==> src/rtl/vt_pkg.sv <==
// Shared count width, default timing constants and window decode helper
// for the video timing generator.
package vt_pkg;

    localparam int CNT_W = 9;

    typedef logic [CNT_W-1:0] cnt_t;

    localparam cnt_t CNT_MAX = '1;

    localparam cnt_t H_LOAD_DEF       = 9'h080;
    localparam cnt_t H_ACT_START_DEF  = 9'h0C0;
    localparam cnt_t H_ACT_END_DEF    = 9'h1C0;
    localparam cnt_t H_SYNC_START_DEF = 9'h1D0;
    localparam cnt_t H_SYNC_END_DEF   = 9'h1F0;

    localparam cnt_t V_LOAD_DEF       = 9'h0F8;
    localparam cnt_t V_ACT_START_DEF  = 9'h110;
    localparam cnt_t V_ACT_END_DEF    = 9'h1F0;
    localparam cnt_t V_SYNC_START_DEF = 9'h1F0;
    localparam cnt_t V_SYNC_END_DEF   = 9'h1F8;

    // Half-open window test: lo <= x < hi.
    function automatic logic in_win(cnt_t x, cnt_t lo, cnt_t hi);
        return (x >= lo) && (x < hi);
    endfunction

endpackage

==> src/rtl/cen_edge_det.sv <==
// Rising-edge detector for the pixel clock-enable. History resets to 1 so a
// Cen already high when reset releases is not taken as an edge.
module cen_edge_det (
    input  logic Clk,
    input  logic Rst_n,
    input  logic Cen,
    output logic adv
);

    logic cen_q;

    always_ff @(posedge Clk or negedge Rst_n) begin
        if (!Rst_n) begin
            cen_q <= 1'b1;
        end else begin
            cen_q <= Cen;
        end
    end

    assign adv = Cen & ~cen_q;

endmodule

==> src/rtl/video_timing_gen.sv <==
// Horizontal/vertical timing counters with registered blank, sync and
// wrap-pulse decodes that change on the same edge as the counts.
module video_timing_gen
    import vt_pkg::*;
#(
    parameter cnt_t H_LOAD       = H_LOAD_DEF,
    parameter cnt_t H_ACT_START  = H_ACT_START_DEF,
    parameter cnt_t H_ACT_END    = H_ACT_END_DEF,
    parameter cnt_t H_SYNC_START = H_SYNC_START_DEF,
    parameter cnt_t H_SYNC_END   = H_SYNC_END_DEF,
    parameter cnt_t V_LOAD       = V_LOAD_DEF,
    parameter cnt_t V_ACT_START  = V_ACT_START_DEF,
    parameter cnt_t V_ACT_END    = V_ACT_END_DEF,
    parameter cnt_t V_SYNC_START = V_SYNC_START_DEF,
    parameter cnt_t V_SYNC_END   = V_SYNC_END_DEF
) (
    input  logic             Clk,
    input  logic             Rst_n,
    input  logic             Cen,
    input  logic             Clear_bar,
    output logic [CNT_W-1:0] HCNT,
    output logic [CNT_W-1:0] VCNT,
    output logic             HBLANK,
    output logic             VBLANK,
    output logic             HSYNC_n,
    output logic             VSYNC_n,
    output logic             LINE_END,
    output logic             FRAME_END
);

    logic adv;

    cen_edge_det u_cen_edge_det (
        .Clk   (Clk),
        .Rst_n (Rst_n),
        .Cen   (Cen),
        .adv   (adv)
    );

    cnt_t hcnt_q, hcnt_d;
    cnt_t vcnt_q, vcnt_d;
    logic hblank_q, hblank_d;
    logic vblank_q, vblank_d;
    logic hsync_n_q, hsync_n_d;
    logic vsync_n_q, vsync_n_d;
    logic line_end_q, line_end_d;
    logic frame_end_q, frame_end_d;

    always_comb begin
        hcnt_d      = hcnt_q;
        vcnt_d      = vcnt_q;
        line_end_d  = 1'b0;
        frame_end_d = 1'b0;

        // Clear has priority over any advance in the same cycle.
        if (!Clear_bar) begin
            hcnt_d = H_LOAD;
            vcnt_d = V_LOAD;
        end else if (adv) begin
            if (hcnt_q == CNT_MAX) begin
                hcnt_d     = H_LOAD;
                line_end_d = 1'b1;
                if (vcnt_q == CNT_MAX) begin
                    vcnt_d      = V_LOAD;
                    frame_end_d = 1'b1;
                end else begin
                    vcnt_d = vcnt_q + 9'd1;
                end
            end else begin
                hcnt_d = hcnt_q + 9'd1;
            end
        end

        // Decodes look at the next count so they register alongside it.
        hblank_d  = ~in_win(hcnt_d, H_ACT_START, H_ACT_END);
        vblank_d  = ~in_win(vcnt_d, V_ACT_START, V_ACT_END);
        hsync_n_d = ~in_win(hcnt_d, H_SYNC_START, H_SYNC_END);
        vsync_n_d = ~in_win(vcnt_d, V_SYNC_START, V_SYNC_END);
    end

    always_ff @(posedge Clk or negedge Rst_n) begin
        if (!Rst_n) begin
            hcnt_q      <= H_LOAD;
            vcnt_q      <= V_LOAD;
            hblank_q    <= 1'b1;
            vblank_q    <= 1'b1;
            hsync_n_q   <= 1'b1;
            vsync_n_q   <= 1'b1;
            line_end_q  <= 1'b0;
            frame_end_q <= 1'b0;
        end else begin
            hcnt_q      <= hcnt_d;
            vcnt_q      <= vcnt_d;
            hblank_q    <= hblank_d;
            vblank_q    <= vblank_d;
            hsync_n_q   <= hsync_n_d;
            vsync_n_q   <= vsync_n_d;
            line_end_q  <= line_end_d;
            frame_end_q <= frame_end_d;
        end
    end

    assign HCNT      = hcnt_q;
    assign VCNT      = vcnt_q;
    assign HBLANK    = hblank_q;
    assign VBLANK    = vblank_q;
    assign HSYNC_n   = hsync_n_q;
    assign VSYNC_n   = vsync_n_q;
    assign LINE_END  = line_end_q;
    assign FRAME_END = frame_end_q;

endmodule

==> config.mk <==
export PLATFORM = sky130hd
export DESIGN_NAME = video_timing_gen
export DESIGN_NICKNAME = d
export VERILOG_FILES = /design/src/rtl/vt_pkg.sv /design/src/rtl/cen_edge_det.sv /design/src/rtl/video_timing_gen.sv
export SDC_FILE = /design/constraint.sdc
export NUM_CORES = 1
export LEC_CHECK = 0
export CAP_MARGIN = 5
export CORE_MARGIN = 2
export CORE_UTILIZATION = 50
export DETAILED_ROUTE_END_ITERATION = 10
export GPL_TIMING_DRIVEN = 0
export PLACE_DENSITY = 0.78
export SLEW_MARGIN = 15
export SYNTH_ARGS = -nofsm -noshare
export SYNTH_HDL_FRONTEND = slang
export SYNTH_SLANG_ARGS = --single-unit
==> constraint.sdc <==
create_clock -name Clk -period 3.05 [get_ports Clk]
set_input_delay 0.305 -clock Clk [delete_from_list [all_inputs] [get_ports Clk]]
set_output_delay 0.305 -clock Clk [all_outputs]
set_load 0.03 [all_outputs]
==> impl_metrics.py <==
metrics = {
    "run_status": {
        "status": "finished clean",
    },
    "detailed_routing": {
        "post_drt_via_cell_ratio": 5.601,
        "drt_iter0_drc": 24,
        "drt_first_pass_iters": 4,
        "wl_per_cell_um": 14.39,
        "num_vias": 1081,
        "ant_nets": 0,
        "drc": 0,
        "wl_um": 2777,
    },
    "layout": {
        "layout-drive-gt1-share_pct": 15.95,
        "fin_util_pct": 67.06,
        "synthToLayoutAreaGrowth_pct": 25.30,
        "final_nets": 173,
        "design_area_mm2": 0.001692,
        "diodes": 0,
        "layout_commonest_cell": "clkdlybuf4s50_1",
        "final_cell_mix": "clkdlybuf4s50_1, dfrtp_1, nand2_1",
    },
    "clock_tree": {
        "numCtsBuffers": 3,
        "root_buffer": "clkbuf_4",
        "cts.clk_slew.worst_paths_ns": 0.14,
        "post-cts-setup-buffers": 0,
        "htreeDepth": 1,
        "clock-sinks": 25,
        "cts_buffer_depth": 2,
        "clock_latency_ns": 0.32,
        "cts_tree": "yes",
    },
    "global_routing": {
        "antenna_found_initial": 0,
        "grt_pass1_vias": 1048,
        "grt-ovfl-total": 0,
        "grt_usage_pct": 18.79,
        "grt_pass1_wl_um": 4671,
        "grt_max_degree": 26,
    },
    "synth": {
        "syn-num-nets": 140,
        "synth_cells": 131,
        "ys_ff_latch": 25,
        "synth.avg_cell_area_um2": 10.31,
        "synth_cell_types": 44,
        "synth.yosys.seq_area_share_pct": 47.36,
        "synth_warnings": 0,
        "synth_area_mm2": 0.001350,
    },
    "timing": {
        "worstMarginPinSlew_ns": 0.5950,
        "setup_viol": 0,
        "slew_violations": 0,
        "grt_setup_unrepaired": "no",
        "finalHoldViolations": 0,
        "fin_crit_sh_pct": 92.80,
        "finalSetupTns_ns": 0,
        "fin_skew_ns": 0.005567,
        "max_slew_margin_pct": 60.07,
        "min_period_ns": 2.830,
        "fmax_mhz": 353.3,
        "hold_ws_ns": 0.4805,
    },
    "critical_path": {
        "path_class": "reg -> reg",
        "worstPathMaxFanout": 10,
        "max_stage_delay_ns": 0.55,
        "slowest_stage": "dfstp_2",
        "worstSetupEndpointType": "flop",
        "start_kind": "flop",
        "critPathBufInv": 2,
        "crit_required_ns": 3.31,
        "arrival_ns": 3.09,
        "worstPathCellList": "clkbuf_1 -> nand3_1 -> nor3_1 -> ha_2 -> nand3b_2 -> buf_6 -> o31ai_4 -> nand3_2 -> or4b_4 -> o211ai_2",
        "path_delay_family": "simple AND/OR/NAND/NOR gates",
    },
    "place": {
        "numPortBuffers": 27,
        "dp_hpwl_um": 2051,
        "place_area_mm2": 0.001658,
        "gp_congestion": 0.8833,
    },
    "floorplanning": {
        "core_mm2": 0.002522,
        "start_util_pct": 53.52,
        "die-area_mm2": 0.003132,
        "dieHeight_um": 55.96,
        "ios": 28,
        "num_rows": 18,
        "die_w_um": 55.96,
    },
    "power": {
        "power.leakage_nw": 0.6705,
        "p_per_area_mw_per_mm2": 309.1,
        "combPwrFrac_pct": 6.5,
        "p_sw_mw": 0.1240,
        "internal_power_mw": 0.3989,
        "clockPowerShare_pct": 28.9,
        "swShare_pct": 23.71,
        "ir_drop_v": 0.0001897,
        "seqPwrFrac_pct": 64.6,
    },
    "worst_hold_path": {
        "hp-class": "in -> async",
    },
    "flow_run": {
        "max_cap_violations": 0,
    },
}
[cells in the mapped netlist (all sizes together)]
master   instances  share of area, %
and4             1              0.65
nand3b           2               1.4
dfstp           11                21
nor4             1              0.46
a211oi           1              0.56
and3             1              0.46
o21ai            2              0.74
and4b            1              0.74
nand4b           2               1.3
o21a             2               1.1
ha               5               4.6
and2             1              0.56
o211ai           1              0.93
dfrtp           14                26
o31a             1              0.65
nand3           12               4.8
a2bb2oi          1              0.65
a21boi           3               1.7
a32oi            1              0.65
nand4            1              0.46
nand2           15               4.4
and2b            1              0.56
or2b             1              0.56
nor2            11               3.1
xnor2            8               5.2
or4              4               2.2
a31oi            1              0.46
clkbuf           1              0.28
nor3             5               1.9
nand2b           2              0.93
or4b             1               1.0
inv              4               1.1
o31ai            2               2.1
a21oi            3               1.4
or3              1              0.46
xor2             5               3.2
buf              2               1.4
[kinds of logic after synthesis]
group / count (synthesis) / share of synthesized area [%]
DFF: 25 / 47.36
and+or+nand+nor: 63 / 25.86
xor gates and xnor gates: 13 / 8.434
buffers and inverters: 7 / 2.780
AOI/OAI and AO/OA: 18 / 10.94
adders and majority gates: 5 / 4.634
[sequential cells by signal (all words and copies together) (netlist names)]
| register | count |
|---|---|
| VBLANK | 1 |
| LINE_END | 1 |
| u_cen_edge_det.cen_q | 1 |
| VCNT | 9 |
| HBLANK | 1 |
| FRAME_END | 1 |
| HCNT | 9 |
| HSYNC_n | 1 |
| VSYNC_n | 1 |
[worst register-to-register path, delay by kind of cell, from the launching register on]
family / cells / cell delay (ns)
AOI/OAI and AO/OA: 2 / 0.30
adders and majority gates: 1 / 0.33
buffers and inverters: 2 / 0.44
DFF: 1 / 0.55
and+or+nand+nor: 5 / 1.16
[cell type report]
| type | instances | area (µm²) |
|---|---|---|
| Buffer | 3 | 22.52 |
| Clock buffer | 4 | 26.28 |
| Fill cell | 210 | 830.8 |
| Inverter | 4 | 15.01 |
| Multi-Input combinational cell | 99 | 675.6 |
| Sequential cell | 25 | 639.4 |
| Tap cell | 30 | 37.54 |
| Timing Repair Buffer | 28 | 275.3 |
[per-layer routing]
layer  up-vias  share of wire (%)  track usage, %
met1       516                 47           25.71
met3         5                4.1           3.023
met2        31                 47           29.92
met4         0                1.6           7.143
li1        529                  -               -
met5         -                  0               0
[power by group through the flow]
stage                     clock (mW)  combinational (mW)  sequential (mW)
after global routing           0.170              0.0379            0.339
after detailed placement           0              0.0339            0.343
after CTS                      0.154              0.0341            0.338
final                          0.151              0.0338            0.338
after global placement             0              0.0335            0.343
after floorplan                    0              0.0121            0.346
[path summary, 6_finish.rpt]
kind                                   start                              to  slack, ns  cells past startpoint
min reg2reg                VCNT[1]$_DFF_PN0_               VCNT[1]$_DFF_PN0_       0.58                      2
max in group asynchronous              Rst_n               HSYNC_n$_DFF_PN1_       2.19                      2
min in group Clk                         Cen  u_cen_edge_det.cen_q$_DFF_PN1_       0.54                      1
max                        HCNT[7]$_DFF_PN1_                VBLANK$_DFF_PN1_       0.22                     10
min                                    Rst_n               VCNT[0]$_DFF_PN0_       0.48                      2
max reg2reg                HCNT[7]$_DFF_PN1_                VBLANK$_DFF_PN1_       0.22                     10
[through the flow]
step / total power, mW / std cells / setup WS [ns]
final: 0.5229 / 193 / 0.2196
after global routing: 0.5468 / 193 / 0.06000
after CTS: 0.5260 / 192 / 0.1625
after detailed placement: 0.3773 / 188 / 0.1925
after global placement: 0.3769 / 188 / 0.2420
after floorplan: 0.3584 / 131 / 0.3771
[what timing repair did]
action	CTS	global route
gates resized for setup	0	1
hold buffers	0	1
hold endpoints to repair	0	14
setup endpoints to repair	0	1
(Power assumes the default switching activity.)
